==> config.mk <==
export PLATFORM = sky130hd
export DESIGN_NAME = gb_alu_srx
export DESIGN_NICKNAME = d
export VERILOG_FILES = /design/src/rtl/gb_alu_pkg.sv /design/src/rtl/gb_alu_sr_step.sv /design/src/rtl/gb_alu_srx.sv
export SDC_FILE = /design/constraint.sdc
export NUM_CORES = 1
export LEC_CHECK = 0
export BUFFER_PORTS_ARGS = -buffer_cell sky130_fd_sc_hd__buf_2
export CAP_MARGIN = 5
export CORE_MARGIN = 2
export CORE_UTILIZATION = 52
export CTS_BUF_LIST = sky130_fd_sc_hd__clkbuf_16
export CTS_CLUSTER_SIZE = 20
export DETAILED_ROUTE_END_ITERATION = 10
export PLACE_DENSITY = 0.84
export SLEW_MARGIN = 40
export SYNTH_ARGS = -nofsm -noshare
export SYNTH_HDL_FRONTEND = slang
export SYNTH_SLANG_ARGS = --single-unit
==> constraint.sdc <==
create_clock -name i_clk -period 1.7 [get_ports i_clk]
set_clock_uncertainty 0.1 [all_clocks]
set_input_delay 0.17 -clock i_clk [delete_from_list [all_inputs] [get_ports i_clk]]
set_output_delay 0.17 -clock i_clk [all_outputs]
set_load 0.1 [all_outputs]
==> src/rtl/gb_alu_pkg.sv <==
`default_nettype none
// ============================================================================
//  Module      : gb_alu_pkg
//  Description : Shared ALU constants: datapath width, shift-amount width,
//                shift-kind encoding and a word sign-extension helper.
//  Revision    : 1.0  initial release
// ============================================================================
package gb_alu_pkg;

    localparam int XLEN          = 64;
    localparam int SHAMT_W       = 7;
    localparam int WORD_W        = 32;
    localparam int WORD_SHAMT_W  = 5;

    // Stage split of the shift-amount bits: S1 handles the low bits,
    // S2 handles the remaining high bits.
    localparam int S1_STEPS      = 4;
    localparam int S2_STEPS      = SHAMT_W - S1_STEPS;

    // Shift-kind encoding carried on the arith select input.
    localparam logic c_sr_logical = 1'b0;
    localparam logic c_sr_arith   = 1'b1;

    // Sign-extend the low word of a full-width value.
    function automatic logic [XLEN-1:0] sext_word(input logic [XLEN-1:0] v);
        return {{(XLEN-WORD_W){v[WORD_W-1]}}, v[WORD_W-1:0]};
    endfunction

endpackage : gb_alu_pkg
`default_nettype wire

==> src/rtl/gb_alu_sr_step.sv <==
`default_nettype none
// ============================================================================
//  Module      : gb_alu_sr_step
//  Description : One conditional right-shift step by a constant SHIFT with
//                an explicit fill bit. Shifts of WIDTH or more produce an
//                all-fill word.
//  Revision    : 1.0  initial release
// ============================================================================
module gb_alu_sr_step #(
    parameter int WIDTH = 64,
    parameter int SHIFT = 1
) (
    input  logic [WIDTH-1:0] i_data,
    input  logic             i_en,
    input  logic             i_fill,
    output logic [WIDTH-1:0] o_data
);

    // A step at least as wide as the word replaces every bit with fill.
    if (SHIFT >= WIDTH) begin : g_full
        assign o_data = i_en ? {WIDTH{i_fill}} : i_data;
    end else begin : g_part
        assign o_data = i_en ? {{SHIFT{i_fill}}, i_data[WIDTH-1:SHIFT]} : i_data;
    end

endmodule : gb_alu_sr_step
`default_nettype wire

==> src/rtl/gb_alu_srx.sv <==
`default_nettype none
// ============================================================================
//  Module      : gb_alu_srx
//  Description : Two-stage pipelined 64-bit right shifter (logical or
//                arithmetic) with valid/ready handshake on both sides.
//                S1 applies shift steps 1/2/4/8, S2 applies 16/32/64.
//                Optional build macro GB_ALU_SRX_WORD_EN adds i_word for a
//                32-bit shift whose result is sign-extended to 64 bits.
//  Revision    : 1.0  initial release
// ============================================================================
module gb_alu_srx
    import gb_alu_pkg::*;
(
    input  logic               i_clk,
    input  logic               i_rst,
    input  logic               i_valid,
    output logic               o_ready,
    input  logic [XLEN-1:0]    i_base,
    input  logic [SHAMT_W-1:0] i_shamt,
    input  logic               i_arith,
`ifdef GB_ALU_SRX_WORD_EN
    input  logic               i_word,
`endif
    output logic               o_valid,
    input  logic               i_ready,
    output logic [XLEN-1:0]    o_sr
);

    // ------------------------------------------------------------------
    // Stage registers
    // ------------------------------------------------------------------
    logic                  r_s1_valid;
    logic [XLEN-1:0]       r_s1_data;
    logic                  r_s1_fill;
    logic [S2_STEPS-1:0]   r_s1_hi;
    logic                  r_o_valid;
    logic [XLEN-1:0]       r_o_sr;

    // ------------------------------------------------------------------
    // Handshake
    // ------------------------------------------------------------------
    logic w_s2_adv;
    logic w_accept;

    assign w_s2_adv = !r_o_valid || i_ready;
    assign o_ready  = !r_s1_valid || w_s2_adv;
    assign w_accept = i_valid && o_ready;
    assign o_valid  = r_o_valid;
    assign o_sr     = r_o_sr;

    // ------------------------------------------------------------------
    // Operand preparation. In word mode the upper half is pre-filled so
    // the unchanged 64-bit datapath yields the correct low word.
    // ------------------------------------------------------------------
    logic [XLEN-1:0]    w_op;
    logic               w_fill;
    logic [SHAMT_W-1:0] w_shamt;

`ifdef GB_ALU_SRX_WORD_EN
    logic r_s1_word;

    // Select 64-bit or 32-bit operand, fill and shift amount.
    always_comb begin
        w_op    = i_base;
        w_fill  = (i_arith == c_sr_arith) && i_base[XLEN-1];
        w_shamt = i_shamt;
        if (i_word) begin
            w_fill  = (i_arith == c_sr_arith) && i_base[WORD_W-1];
            w_op    = {{(XLEN-WORD_W){w_fill}}, i_base[WORD_W-1:0]};
            w_shamt = {{(SHAMT_W-WORD_SHAMT_W){1'b0}}, i_shamt[WORD_SHAMT_W-1:0]};
        end
    end

    // Carry the word flag alongside S1 data.
    always_ff @(posedge i_clk) begin
        if (i_rst) begin
            r_s1_word <= 1'b0;
        end else if (w_accept) begin
            r_s1_word <= i_word;
        end
    end
`else
    assign w_op    = i_base;
    assign w_fill  = (i_arith == c_sr_arith) && i_base[XLEN-1];
    assign w_shamt = i_shamt;
`endif

    // ------------------------------------------------------------------
    // S1 combinational shift: steps 1, 2, 4, 8
    // ------------------------------------------------------------------
    logic [XLEN-1:0] w_s1_d1, w_s1_d2, w_s1_d3, w_s1_d4;

    gb_alu_sr_step #(.WIDTH(XLEN), .SHIFT(1)) u_s1_step1 (
        .i_data (w_op),
        .i_en   (w_shamt[0]),
        .i_fill (w_fill),
        .o_data (w_s1_d1)
    );

    gb_alu_sr_step #(.WIDTH(XLEN), .SHIFT(2)) u_s1_step2 (
        .i_data (w_s1_d1),
        .i_en   (w_shamt[1]),
        .i_fill (w_fill),
        .o_data (w_s1_d2)
    );

    gb_alu_sr_step #(.WIDTH(XLEN), .SHIFT(4)) u_s1_step4 (
        .i_data (w_s1_d2),
        .i_en   (w_shamt[2]),
        .i_fill (w_fill),
        .o_data (w_s1_d3)
    );

    gb_alu_sr_step #(.WIDTH(XLEN), .SHIFT(8)) u_s1_step8 (
        .i_data (w_s1_d3),
        .i_en   (w_shamt[3]),
        .i_fill (w_fill),
        .o_data (w_s1_d4)
    );

    // S1 register: load on accept; valid updates whenever S1 may move.
    always_ff @(posedge i_clk) begin
        if (i_rst) begin
            r_s1_valid <= 1'b0;
            r_s1_data  <= '0;
            r_s1_fill  <= 1'b0;
            r_s1_hi    <= '0;
        end else begin
            if (o_ready) begin
                r_s1_valid <= w_accept;
            end
            if (w_accept) begin
                r_s1_data <= w_s1_d4;
                r_s1_fill <= w_fill;
                r_s1_hi   <= w_shamt[SHAMT_W-1:S1_STEPS];
            end
        end
    end

    // ------------------------------------------------------------------
    // S2 combinational shift: steps 16, 32, 64
    // ------------------------------------------------------------------
    logic [XLEN-1:0] w_s2_d1, w_s2_d2, w_s2_d3;
    logic [XLEN-1:0] w_s2_result;

    gb_alu_sr_step #(.WIDTH(XLEN), .SHIFT(16)) u_s2_step16 (
        .i_data (r_s1_data),
        .i_en   (r_s1_hi[0]),
        .i_fill (r_s1_fill),
        .o_data (w_s2_d1)
    );

    gb_alu_sr_step #(.WIDTH(XLEN), .SHIFT(32)) u_s2_step32 (
        .i_data (w_s2_d1),
        .i_en   (r_s1_hi[1]),
        .i_fill (r_s1_fill),
        .o_data (w_s2_d2)
    );

    gb_alu_sr_step #(.WIDTH(XLEN), .SHIFT(64)) u_s2_step64 (
        .i_data (w_s2_d2),
        .i_en   (r_s1_hi[2]),
        .i_fill (r_s1_fill),
        .o_data (w_s2_d3)
    );

`ifdef GB_ALU_SRX_WORD_EN
    // Word results take their upper half from bit 31 of the result, which
    // differs from the fill when a negative word is shifted logically by 0.
    assign w_s2_result = r_s1_word ? sext_word(w_s2_d3) : w_s2_d3;
`else
    assign w_s2_result = w_s2_d3;
`endif

    // S2 / output register: advances when empty or when downstream takes it.
    always_ff @(posedge i_clk) begin
        if (i_rst) begin
            r_o_valid <= 1'b0;
            r_o_sr    <= '0;
        end else if (w_s2_adv) begin
            r_o_valid <= r_s1_valid;
            if (r_s1_valid) begin
                r_o_sr <= w_s2_result;
            end
        end
    end

endmodule : gb_alu_srx
`default_nettype wire

==> impl_metrics.ini, run 1 <==
[status]
outcome = completed

[drt]
vias_per_cell = 6.48
wl_mm = 26.7
num_vias = 8446
route.detailed.drc = 0
ant_nets = 0
first_pass_iters = 6
drt-wirelength-per-cell_microns = 20.5
drtIter0Drc = 1075

[min_path]
hold_path_end = r_s1_fill
hp-start = i_arith
hold_class = input port to flip-flop
min_path_cells = 3

[power_and_ir_drop]
max-vdd-ir-drop_mv = 0.627
p_leak_nw = 4.67
power.density_nw_per_um2 = 977
p_total_mw = 10.2

[setup_path]
r2r-end = o_sr[60]
arrival_ns = 1.87
critPathKind = flip-flop to flip-flop
crit_chain = buf_6 > nor3_2 > nor2b_2 > buf_4 > a21oi_1 > a211oi_2
crit_path_max_fanout = 11
critPathBufInv = 2
reg2regPathDepth = 6
reg2reg_slack_ns = 0.007
slowest_stage = dfxtp_4
crit_path_start_kind = flip-flop
cpPeakStageDelay_ns = 0.38
r2r_start = r_s1_hi[0]
endpoint_kind = flip-flop
required_ns = 1.87
crit_cells = 6
cp_top_family = flip-flops

[yosys]
synth_ff_type = dfxtp_1
synth_top_family_by_area = multiplexers
ys_top_cells_by_count = 183 x mux2i_1, 134 x dfxtp_1, 73 x nor2_1
synthSimpleGateAreaFrac_pct = 13.9
synthCells = 927
yosys.area.top_type = dfxtp_1
yosysMostFrequentCell = mux2i_1
synth_edf_count = 0
synth_area_sq_um = 8470
synth.distinct_cells = 40
syn_area_per_cell_sq_um = 9.13
yosysWarnings = 0
synthAdderAreaFrac_pct = 0
synth_mux_area_share_pct = 29.8
synth_xor_area_share_pct = 0
synth_top_area_share_pct = 31.7
syn_nets = 1003
synth-compound-area-share_pct = 18.5
netlist_top_cells_area = dfxtp_1 32%, mux2i_1 22%, o221ai_1 5.5%
ys_async_sr_fraction_pct = 0
yosysSeqAreaShare_pct = 31.7
synth-seq-cells = 134

[timing]
relSlewSlack_pct = 48.2
hold_viol = 0
setup_tns_ns = 0
slew_violations = 0
finalCritPeriodShare_pct = 99.6
setup_viol = 0
hold_ws_ns = 0.0289
fmax_mhz = 591
fin_crit_ns = 1.69
worst_slew_pin_slew_ns = 0.774
rsz0062_at_grt = true
worst_slack_ns = 0.00657

[global_route]
antenna_found_initial = 0
top_usage_layer = met2
grt_use_met1_pct = 43.7
met3_usage_pct = 5.32
met2_usage_pct = 44.3
grt_overflow = 0
grt_max_degree = 65
grt_pass1_vias = 7640
grtUsageTotal_pct = 30.0
grt_pass1_wl_mm = 41.8

[floorplanning]
die_x_microns = 132
core_sq_um = 15900
start_util_pct = 53.3
io_pins = 142
core.rowCount = 46
die_y_microns = 132
fp.dieArea_sq_um = 17300

[cells_and_area]
final_cell_count_no_fill = 1303
diodes = 0
fill_cells = 1257
final_nets = 1150
area_delta_synth_final_pct = 23.8
drive_above_1_share_pct = 27.0

[clock_network]
cts-root-buf = clkbuf_16
clkSlewWorstSetupHoldPaths_ns = 0.06
clock-sinks = 134
numCtsBuffers = 17
clock_latency_ns = 0.42
cts.path.max_buffers = 2
h-tree-depth = 4
cts_tree = yes

[placed_design]
portBuffers = 141
dp.cells = 1264
gp_congestion = 1.01
pre_cts_ws_ns = -0.119
dp_hpwl_mm = 19.5

[run]
max_cap_violations = 0
## cell usage in the layout (no fill, tap or decap), types with 18 or more instances in the layout
| master | netlist | layout |
|---|---|---|
| mux2i_1 | 183 | 183 |
| buf_2 | 25 | 138 |
| dfxtp_1 | 134 | 130 |
| nor2_1 | 73 | 73 |
| nand3_1 | 65 | 65 |
| buf_4 | 13 | 65 |
| a21oi_1 | 61 | 60 |
| o221ai_1 | 53 | 51 |
| nand2_1 | 45 | 45 |
| nor3_1 | 34 | 34 |
| a22oi_1 | 29 | 29 |
| nor2b_1 | 22 | 20 |
| mux4_2 | 19 | 19 |
| a211oi_1 | 19 | 18 |
| clkbuf_16 | 0 | 18 |
## layer usage
layer,wire length [microns],up-vias
li1,-,3836
met1,11800,3952
met2,11300,569
met3,2660,89
met4,1010,0
met5,0,-
## sequential cells by signal (all words and copies together), names as in the netlist
| register | flops |
|---|---|
| o_sr | 64 |
| o_valid | 1 |
| r_s1_data | 64 |
| r_s1_fill | 1 |
| r_s1_hi | 3 |
| r_s1_valid | 1 |
## what timing repair did
| action | in CTS | in global routing |
|---|---|---|
| setup endpoints to repair | 0 | 14 |
| gates resized for setup | 0 | 10 |
| buffers inserted | 0 | 0 |
| endpoints found under the hold margin | 6 | 0 |
| hold buffers | 6 | 0 |
## worst max path at each step
stage / startpoint / end / slack, ns
after floorplan: o_valid / r_s1_data[12] / -0.78
after global placement: i_shamt[1] / r_s1_data[57] / -0.08
after detailed placement: i_shamt[1] / r_s1_data[53] / -0.12
after CTS: r_s1_hi[0] / o_sr[13] / 0.03
after global routing: r_s1_hi[0] / o_sr[60] / -0.009
final: r_s1_hi[0] / o_sr[60] / 0.007
## kinds of logic after synthesis
logic type | count (synthesis)
DFF | 134
buffers and inverters | 106
muxes | 212
AOI/OAI and AO/OA | 221
and+or+nand+nor | 254
## per-stage QoR
step | area, sq um | utilization (%)
after floorplan | 8510 | -
after global placement | 9780 | 61.6
after detailed placement | 9780 | 61.6
after CTS | 10400 | 65.6
after global routing | 10500 | 66.0
final | 10500 | 66.0
## layout make-up
type	instances	area, sq um	share of cell area [%]
tap	216	270	2.58
inverter	6	22.5	0.215
sequential	134	2690	25.7
clock buffer	17	425	4.06
clock inverter	15	154	1.47
timing repair buffer	228	1610	15.4
multi-input combinational	687	5300	50.6
## tightest hold or removal path, delay by kind of cell
kind,cells,cell delay (ns)
buf+inv,1,0.15
compound gates,1,0.08
simple gates,1,0.11
## power by group
group	leakage, nW	switching [mW]	internal, mW
Clock	0.276	1.48	2.16
Sequential	1.10	0.247	3.39
Combinational	3.29	1.95	1.01
Total	4.67	3.67	6.57
Note: power is estimated with default switching activity, not from simulation.
==> run 2: changes to the inputs <==
- CAP_MARGIN: 5 -> not set
- CORE_UTILIZATION: 52 -> 53
- CTS_BUF_LIST: sky130_fd_sc_hd__clkbuf_16 -> sky130_fd_sc_hd__clkbuf_4
- PLACE_DENSITY: 0.84 -> 0.85
==> run 2 against run 1 <==
  * Maximum frequency grew 2.3%
  * Setup slack gained 0.038 ns
  * Design area shrank 3.8%
  * Register-to-register slack gained 0.06 ns
  * Highest routed layer unchanged
==> impl_metrics.ini, run 2 (same netlist as run 1, synthesis figures left out) <==
[global_route]
grtUsageTotal_pct = 29.7
antenna_found_initial = 0
grt_max_degree = 73
grt_pass1_wl_mm = 39.5
grt_overflow = 0
grt_pass1_vias = 7398

[floorplanning]
start_util_pct = 53.7
io_pins = 142
core_sq_um = 15800
core.rowCount = 46
die_x_microns = 130
fp.dieArea_sq_um = 17000
die_y_microns = 130

[timing]
finalCritPeriodShare_pct = 97.4
hold_ws_ns = 0.0898
fin_crit_ns = 1.66
slew_violations = 0
setup_tns_ns = 0
rsz0062_at_grt = true
relSlewSlack_pct = 61.1
setup_viol = 0
worst_slack_ns = 0.0449
hold_viol = 0
worst_slew_pin_slew_ns = 0.581
fmax_mhz = 604

[drt]
num_vias = 8336
vias_per_cell = 6.44
first_pass_iters = 5
ant_nets = 0
drt-wirelength-per-cell_microns = 19.8
drtIter0Drc = 1151
route.detailed.drc = 0
wl_mm = 25.6

[clock_network]
clock-sinks = 134
cts-root-buf = clkbuf_4
numCtsBuffers = 17
clock_latency_ns = 0.56
cts_tree = yes
h-tree-depth = 4
clkSlewWorstSetupHoldPaths_ns = 0.11
cts.path.max_buffers = 2

[power_and_ir_drop]
p_seq_share_pct = 42.4
p_int_mw = 5.21
clkPwrFrac_pct = 23.5
power.density_nw_per_um2 = 846
max-vdd-ir-drop_mv = 0.435
p_leak_nw = 4.47
p_switching_mw = 3.33
switching_share_pct = 39.0
comb_power_share_pct = 34.0

[cells_and_area]
layout_commonest_cell = mux2i_1
diodes = 0
fill_cells = 1314
final_cell_count_no_fill = 1295
final_nets = 1143
area_delta_synth_final_pct = 19.1
multiInputGateArea_sq_um = 5300
drive_above_1_share_pct = 25.9
final_cell_mix = 183 x mux2i_1, 138 x buf_2, 130 x dfxtp_1, 72 x nor2_1, 65 x nand3_1
seqCellArea_sq_um = 2690

[setup_path]
arrival_ns = 1.39
critPathKind = flip-flop to primary output
required_ns = 1.43
endpoint_kind = primary output
crit_path_start_kind = flip-flop
crit_path_max_fanout = 4

[placed_design]
dp_hpwl_mm = 19.0
gp_congestion = 0.944
pre_cts_ws_ns = -0.109
portBuffers = 141
dp.cells = 1254

[min_path]
hold_class = input port to flip-flop

[run]
max_cap_violations = 0

[status]
outcome = completed
[run 2: cell count changes in the layout (fill, tap and decap cells not counted), sizes merged]
cell         change
buf              -8
clkinv           +1
clkbuf           -1
inv              -2
dlygate4sd3      +2
[run 2: power groups by stage]
stage,combinational (mW),clock [mW],sequential (mW)
2_1_floorplan,1.40,0,4.31
3_3_place_gp,2.77,0,3.67
3_5_place_dp,2.82,0,3.68
4_1_cts,2.85,2.02,3.61
5_1_grt,3.07,2.15,3.64
6_report,2.91,2.01,3.62
[run 2: worst max-delay path, stage by stage (launching register included)]
cell and delay, ns:
dfxtp_4 0.39, nand3b_1 0.13, buf_6 0.16, buf_12 0.15
[run 2: stage by stage]
stage	cell area [sq um]	utilization, %	power [mW]
2_1_floorplan	8510	-	5.71
3_5_place_dp	9700	61.5	6.50
4_1_cts	10100	63.8	8.48
3_3_place_gp	9700	61.5	6.43
5_1_grt	10100	64.0	8.86
6_report	10100	64.0	8.54
[run 2: cell type report]
class	instances	area share (%)
Clock buffer	17	1.27
Clock inverter	14	1.35
Inverter	6	0.223
Multi-Input combinational cell	687	52.5
Sequential cell	134	26.7
Tap cell	216	2.68
Timing Repair Buffer	221	15.2
[run 2: routing by layer]
layer  track usage (%)  up-vias  part of all wire [%]
met3              4.44       73                   9.6
met2              44.1      542                    43
met1              43.7     3887                    44
met4              11.5        0                   3.2
met5                 0        -                     0
li1                  -     3834                     -
[run 2: what timing repair did]
action | in CTS | in global routing
setup buffers | 1 | 1
hold endpoints to repair | 11 | 0
hold buffers | 8 | 0
gates cloned | 0 | 0
resized for setup | 1 | 5
endpoints found under the setup margin | 1 | 55
pin swaps | 0 | 1
[run 2: path summary, 6_finish.rpt]
path | to | start | slack, ns | cells after the start
min reg2reg | o_sr[8] | o_sr[8] | 0.40 | 2
min | r_s1_data[53] | i_shamt[3] | 0.09 | 4
max | o_ready | o_valid | 0.04 | 3
max reg2reg | o_sr[21] | r_s1_hi[0] | 0.07 | 4
==> run 3: changes to the inputs <==
- CORE_UTILIZATION: 53 -> 60
- PLACE_DENSITY: 0.85 -> 0.9
- clock period: 1.7 -> 2.05 ns (I/O delays scaled with it)
==> run 3 against run 2 <==
  * Clock power fell by 13%
  * Setup slack improved by 0.032 ns
  * Critical path depth is 1 lower
  * Die area down 11%
  * Global-route usage up 3.3 points
  * Count of clock-buffer cells in the layout unchanged
  * Design area decreased by 3.6%
  * Sequential power is 17% lower
  * Combinational power down 21%
  * Core utilization up 6.4 points
  * Register-to-register slack better by 0.03 ns
  * First-iteration DRC count down 6.8%
==> impl_metrics.ini, run 3 (same netlist as run 1, synthesis figures left out) <==
[drt]
first_pass_iters = 6
vias_per_cell = 6.59
drt-wirelength-per-cell_microns = 19.9
route.detailed.drc = 0
num_vias = 8116
ant_nets = 0
drtIter0Drc = 1073
wl_mm = 24.6

[timing]
fin_crit_ns = 1.97
slew_violations = 0
setup_viol = 0
setup_tns_ns = 0
relSlewSlack_pct = 43.6
worst_slew_pin_slew_ns = 0.843
finalCritPeriodShare_pct = 96.3
rsz0062_at_grt = false
fmax_mhz = 507
hold_viol = 0

[clock_network]
h-tree-depth = 4
cts_tree = yes
cts.path.max_buffers = 2
clock-sinks = 134
clock_latency_ns = 0.56
cts_setup_buffers = 0
clkSlewWorstSetupHoldPaths_ns = 0.12
numCtsBuffers = 17
cts-root-buf = clkbuf_4

[setup_path]
r2r_start = o_valid
reg2reg_slack_ns = 0.10
crit_path_max_fanout = 5
required_ns = 1.75
reg2regPathDepth = 6
endpoint_kind = primary output
crit_path_start_kind = flip-flop
crit_end = o_ready
r2r-end = r_s1_fill
arrival_ns = 1.67
startpoint = r_s1_valid
critPathKind = flip-flop to primary output

[global_route]
grt_pass1_wl_mm = 38.8
grt_overflow = 0
antenna_found_initial = 0
grt_max_degree = 72
grtUsageTotal_pct = 33.0
grt_pass1_vias = 7340

[power_and_ir_drop]
max-vdd-ir-drop_mv = 0.331
p_leak_nw = 4.31
p_total_mw = 7.07
power.density_nw_per_um2 = 727

[placed_design]
portBuffers = 141
dp.cells = 1189
dp_hpwl_mm = 18.4
gp_congestion = 0.959

[cells_and_area]
drive_above_1_share_pct = 23.8
layout_commonest_cell = mux2i_1
final_cell_count_no_fill = 1232
fin_util_pct = 70.3
area_delta_synth_final_pct = 14.8
diodes = 0
fill_cells = 1056
final_nets = 1115
final_cell_mix = 183 x mux2i_1, 139 x buf_2, 131 x dfxtp_1, 72 x nor2_1, 65 x nand3_1

[floorplanning]
core.rowCount = 43
core_sq_um = 13800
io_pins = 142
die_x_microns = 123
start_util_pct = 61.2
fp.dieArea_sq_um = 15100
die_y_microns = 123

[status]
outcome = completed

[min_path]
min_path_cells = 5
hold_class = input port to flip-flop

[run]
max_cap_violations = 0
[run 3: cell count changes in the layout (fill, tap and decap cells not counted), moves of 3 or more]
cell,delta
inv_6,+3
buf_12,-9
clkinv_1,-3
clkinvlp_4,-3
clkinv_2,+3
buf_4,-22
dlygate4sd3_1,+3
[run 3: worst min path at each step]
stage | from | to | slack (ns)
6_report | i_base[0] | r_s1_data[0] | 0.13
5_1_grt | i_base[0] | r_s1_data[0] | 0.15
4_1_cts | i_base[0] | r_s1_data[0] | 0.09
3_5_place_dp | i_shamt[4] | r_s1_hi[0] | 0.35
3_3_place_gp | i_shamt[4] | r_s1_hi[0] | 0.35
2_1_floorplan | i_shamt[4] | r_s1_hi[0] | 0.24
[run 3: where the power goes]
group | switching, mW | leakage [nW] | internal, mW
registers | 0.202 | 1.10 | 2.81
logic | 1.56 | 3.05 | 0.742
clock network | 1.02 | 0.154 | 0.729
total | 2.78 | 4.31 | 4.28
[run 3: metal layers]
metal  global-route usage, %  wire (microns)  vias up
met2                    48.5           10700      500
li1                        -               -     3769
met4                    10.8             637        0
met1                    49.4           10900     3792
met5                       0               0        -
met3                    5.02            2340       55
[run 3: through the flow]
stage | setup WS, ns | area (sq um) | hold WS (ns)
finish | 0.0768 | 9720 | 0.128
global route | 0.0136 | 9720 | 0.152
CTS | 0.0428 | 9720 | 0.0919
detailed placement | 0.0534 | 9330 | 0.351
global placement | 0.135 | 9330 | 0.349
floorplan | -0.429 | 8510 | 0.241
[run 3: timing repair]
action	4_1_cts	5_1_grt
endpoints found under the hold margin	13	0
hold buffers	11	0
endpoints found under the setup margin	0	2
gates resized for setup	0	1
[run 3: critical path, cell delays in order, from the launching register on]
cell and delay, ns:
dfxtp_1 0.39, nand3b_1 0.24, buf_2 0.49
[run 3: cell type report]
type                    instances  area, sq um  share of cell area, %
multi-input cells             687         5290                   54.4
clock inverters                15          153                   1.57
clock buffers                  17          128                   1.31
inverters                       6         22.5                  0.232
well taps                     180          225                   2.32
flip-flops and latches        134         2690                   27.7
repair buffers                193         1220                   12.5
